File: src/rtl/hex_sr_ctrl.sv
// Slot read/write controller for a LENGTH-stage 6-bit recirculating shift register; zeroes every slot after reset.
// Response 1 cycle after the addressed slot passes sr_data_out (1 cycle after accept for a bad address); one command at a time, no response backpressure.
module hex_sr_ctrl #(
   parameter int LENGTH = 55,
   parameter int ADDR_W = 6
) (
   input  logic              clk,
   input  logic              reset,
   input  logic              cmd_valid,
   output logic              cmd_ready,
   input  logic              cmd_write,
   input  logic [ADDR_W-1:0] cmd_addr,
   input  logic [5:0]        cmd_data,
   output logic              rsp_valid,
   output logic [5:0]        rsp_data,
   output logic              rsp_err,
   output logic              sr_recirc,
   output logic [5:0]        sr_data_in,
   input  logic [5:0]        sr_data_out
);

   typedef enum logic [1:0] {INIT, IDLE, WAIT, RESP} state_t;

   localparam logic [ADDR_W-1:0] LAST  = ADDR_W'(LENGTH - 1);
   localparam logic [ADDR_W:0]   LIMIT = (ADDR_W + 1)'(LENGTH);

   state_t            state, state_nxt;
   logic [ADDR_W-1:0] pos, pos_nxt;
   logic [ADDR_W-1:0] addr_q, addr_nxt;
   logic              write_q, write_nxt;
   logic [5:0]        data_q, data_nxt;
   logic              err_q, err_nxt;
   logic              hs;
   logic              in_range;
   logic              hit;
   logic              rd_hit;
   logic              wr_hit_nxt;

   always_comb begin
      state_nxt  = state;
      addr_nxt   = addr_q;
      write_nxt  = write_q;
      data_nxt   = data_q;
      err_nxt    = err_q;
      hs         = cmd_valid & cmd_ready;
      in_range   = ({1'b0, cmd_addr} < LIMIT);
      hit        = (state == WAIT) && (pos == addr_q);
      rd_hit     = hit && !write_q;
      pos_nxt    = (pos == LAST) ? '0 : pos + ADDR_W'(1);

      case (state)
         INIT: begin
            if (pos == LAST) state_nxt = IDLE;
         end
         IDLE: begin
            if (hs) begin
               addr_nxt  = cmd_addr;
               write_nxt = cmd_write;
               data_nxt  = cmd_data;
               err_nxt   = !in_range;
               state_nxt = in_range ? WAIT : RESP;
            end
         end
         WAIT: begin
            if (hit) state_nxt = RESP;
         end
         RESP: begin
            state_nxt = IDLE;
         end
         default: begin
            state_nxt = INIT;
         end
      endcase

      // Outputs are registered, so the write strobe is decided one cycle ahead
      // from the state and position the controller is about to enter.
      wr_hit_nxt = (state_nxt == WAIT) && (pos_nxt == addr_nxt) && write_nxt;
   end

   always_ff @(posedge clk) begin
      if (reset) begin
         state      <= INIT;
         pos        <= '0;
         addr_q     <= '0;
         write_q    <= 1'b0;
         data_q     <= '0;
         err_q      <= 1'b0;
         cmd_ready  <= 1'b0;
         rsp_valid  <= 1'b0;
         rsp_data   <= '0;
         rsp_err    <= 1'b0;
         sr_recirc  <= 1'b0;
         sr_data_in <= '0;
      end else begin
         state      <= state_nxt;
         pos        <= pos_nxt;
         addr_q     <= addr_nxt;
         write_q    <= write_nxt;
         data_q     <= data_nxt;
         err_q      <= err_nxt;
         cmd_ready  <= (state_nxt == IDLE);
         rsp_valid  <= (state_nxt == RESP);
         rsp_err    <= (state_nxt == RESP) && err_nxt;
         // Only a read match ever loads data, so writes and errors respond with 0.
         rsp_data   <= rd_hit ? sr_data_out : '0;
         sr_recirc  <= (state_nxt != INIT) && !wr_hit_nxt;
         sr_data_in <= wr_hit_nxt ? data_nxt : '0;
      end
   end

endmodule

File: config.mk
export PLATFORM = sky130hd
export DESIGN_NAME = hex_sr_ctrl
export DESIGN_NICKNAME = d
export VERILOG_FILES = /design/src/rtl/hex_sr_ctrl.sv
export SDC_FILE = /design/constraint.sdc
export NUM_CORES = 1
export LEC_CHECK = 0
export CAP_MARGIN = 20
export CORE_MARGIN = 2
export CORE_UTILIZATION = 51
export CTS_BUF_LIST = sky130_fd_sc_hd__clkbuf_8
export DETAILED_ROUTE_END_ITERATION = 12
export PLACE_DENSITY = 0.81
export SETUP_SLACK_MARGIN = 0.2
export SLEW_MARGIN = 20
export SYNTH_ARGS = -nofsm -noshare
export SYNTH_HDL_FRONTEND = slang
export SYNTH_SLANG_ARGS = --single-unit
File: constraint.sdc
create_clock -name clk -period 2.2 [get_ports clk]
set_input_delay 0.22 -clock clk [delete_from_list [all_inputs] [get_ports clk]]
set_output_delay 0.22 -clock clk [all_outputs]
set_load 0.1 [all_outputs]
==> results.cfg <==
[outcome]
status = completed

[floorplan]
die_y_um = 61.5
num_rows = 20
core_area_um2 = 3100
initial_core_util_pct = 54.4
ioPinCount = 38
die_w_um = 61.5
dieArea_um2 = 3780

[clock_tree]
clk_latency_ns = 0.28
cts_tree = yes
clk_pin_slew_ns = 0.07
clock_tree.buffer_depth = 2
numCtsBuffers = 5
clock_sinks = 38
ctsHtreeMaxLevel = 2
root_buffer = clkbuf_8

[timing]
rsz0062_at_grt = true
skew_ns = 0.00451
finalCritPeriodShare_pct = 87.9
period_needed_ns = 1.93
hold_violations = 0
max_freq_mhz = 517
max_slew_margin_pct = 68.0
setup_viol = 0
final-max-slew-violation-count = 0
worst_slack_ns = 0.265
tightestPinTransition_ns = 0.476
hold_ws_ns = 0.465

[detailed_routing]
drc = 0
vias_per_cell = 5.30
wl_per_cell_um = 14.3
routed_wl_mm = 3.83
drtIter0Drc = 48
firstDrtPassIters = 4
vias = 1414
ant_nets = 0

[synth]
async_flop_share_pct = 0
syn_area_per_cell_um2 = 9.86
netlist_area_um2 = 1690
syn_inst = 171
synth_warnings = 0
synth_edf_count = 0
ys_types = 41
synth_nets = 195
yosys_most_used_dff = dfxtp_1
synth_seq_area_share_pct = 45.1
ys_ff_latch = 38

[cells_and_area]
stdcell_area_um2 = 2330
fin_util_pct = 75.2
multiInputGateArea_um2 = 948
drive_gt1_share_pct = 31.4
layout.nets = 246
syn2layout_area_growth_pct = 38.4
regArea_um2 = 778
n_fill_cell = 227
layout.cells.non_filler = 267
antennaDiodeCount = 0

[grt]
grt_pass1_vias = 1329
grt_pass1_wl_mm = 5.91
overflow = 0
antenna_found_initial = 0
track_usage_pct = 21.4
grt_max_degree = 15

[worst_setup_path]
crit_required_ns = 2.38
crit_type = flop to flop
slowest_delay_ns = 0.36
start_kind = flop
path_max_fanout = 7
end_kind = flop
worstPathCellList = nand4b_4 > buf_8 > mux2i_2 > xor2_1 > o2111ai_2 > buf_6 > a2111oi_4
cp.arrival_ns = 2.12
crit_slowest_cell = dfxtp_4

[power_and_ir_drop]
ir_drop_mv = 0.416
p_clk_share_pct = 37.7
seqPwrFrac_pct = 53.7
p_int_w = 0.00100
p_per_area_nw_per_um2 = 557
p_switching_w = 0.000296
power.leakage_nw = 0.926
p_sw_share_pct = 22.8
combinationalPowerShare_pct = 8.6

[place]
portBuffers = 37
hpwl_mm = 2.81
place_area_um2 = 2130
placed_cells = 255
finalWeightedCongestion = 0.854
place_ws_ns = -0.0505

[job]
drv_cap = 0

[min_path]
hp-class = flop to flop
-- synth_stat cells, types with 2 or more instances --
master,n,area (µm²)
a2111oi_4,2,55.1
a21oi_1,12,60.1
and2_1,8,50.1
and3_1,2,12.5
and4b_1,2,20.0
buf_2,3,15.0
clkbuf_1,3,11.3
dfxtp_1,38,761
ha_1,2,25.0
inv_1,2,7.51
mux2i_1,5,50.1
nand2_1,22,82.6
nand3_1,2,10.0
nor2_1,14,52.6
nor2b_1,3,18.8
nor3_1,7,35.0
nor3b_1,4,30.0
o21ai_0,6,30.0
o22a_1,2,17.5
xnor2_1,6,52.6
xnor3_1,2,45.0
xor2_1,5,43.8
-- metal layers --
metal	vias up	share of wire, %	global-route usage [%]	wire (µm)
met5	-	0	0	0
met4	0	2.1	8.51	82
met3	9	5.3	4.83	203
met2	41	49	34.7	1870
met1	664	44	27.4	1670
li1	700	-	-	-
-- sequential cells by signal, summed over array words and instances (netlist names), 2 cells and up --
name        cells
sr_data_in      6
data_q          6
state           2
addr_q          6
pos             6
rsp_data        6
-- area by class of cell --
type                    count  area share [%]
multi-input cells         124            40.6
flip-flops and latches     38            33.4
repair buffers             51            19.2
clock buffers               6            3.54
well taps                  44            2.36
clock inverters             2           0.536
inverters                   2           0.322
-- cell usage in the layout (no fill, tap or decap), types with 2 or more instances in the layout --
cell type	synthesis	final
and2_1	8	8
o22a_1	2	2
nor2_2	0	3
dfxtp_2	0	5
o21ai_2	0	2
clkdlybuf4s50_1	0	20
o21ai_0	6	2
buf_4	0	28
nor3b_1	4	3
xnor2_1	6	5
nor2b_1	3	3
nor3_1	7	7
xor2_1	5	5
dfxtp_1	38	30
and3_1	2	2
a21oi_1	12	12
clkbuf_8	0	6
nand2_1	22	22
dfxtp_4	0	3
nor2_1	14	10
o21ai_1	1	3
xnor3_1	2	2
mux2i_1	5	4
ha_2	0	2
a2111oi_4	2	2
-- critical path: cells and delay by family (launching register included) --
kind | cells | cell delay, ns
AOI/OAI and AO/OA | 2 | 0.43
DFF | 1 | 0.36
buffers and inverters | 2 | 0.35
muxes | 1 | 0.22
and+or+nand+nor | 1 | 0.24
xor gates and xnor gates | 1 | 0.23
-- cell families after synthesis --
family	Yosys count	synth area share [%]
AND/OR/NAND/NOR	73	24.1
flip-flops	38	45.1
AO/OA/AOI/OAI	28	13.1
XOR/XNOR	13	8.38
buffers and inverters	9	2.23
multiplexers	8	5.64
adder cells (fa/ha/maj)	2	1.48
-- power by group through the flow --
stage	registers, W	clock network, W	logic, W
global placement	0.000714	0	0.000102
finish	0.000699	0.000490	0.000112
global route	0.000699	0.000529	0.000120
CTS	0.000699	0.000500	0.000104
detailed placement	0.000715	0	0.000103
floorplan	0.000711	0	0.0000524
-- per-stage QoR --
stage / power, W / TNS [ns]
2_1_floorplan: 0.000763 / 0
3_3_place_gp: 0.000816 / -0.111
3_5_place_dp: 0.000818 / -0.229
4_1_cts: 0.00130 / 0
5_1_grt: 0.00135 / 0
6_report: 0.00130 / 0
-- what timing repair did --
item	4_1_cts	5_1_grt
buffers inserted	1	3
hold buffers	0	0
endpoints found under the setup margin	7	8
pin swaps	0	8
gates resized for setup	7	25
endpoints found under the hold margin	0	0
-- final timing paths --
path / start / cells after the start / slack (ns) / end
setup / recovery: state[1] / 7 / 0.27 / sr_data_in[0]
hold / removal: pos[0] / 1 / 0.47 / pos[0]
setup reg to reg: state[1] / 7 / 0.27 / sr_data_in[0]
hold reg to reg: pos[0] / 1 / 0.47 / pos[0]
Note: power is estimated with default switching activity, not from simulation.
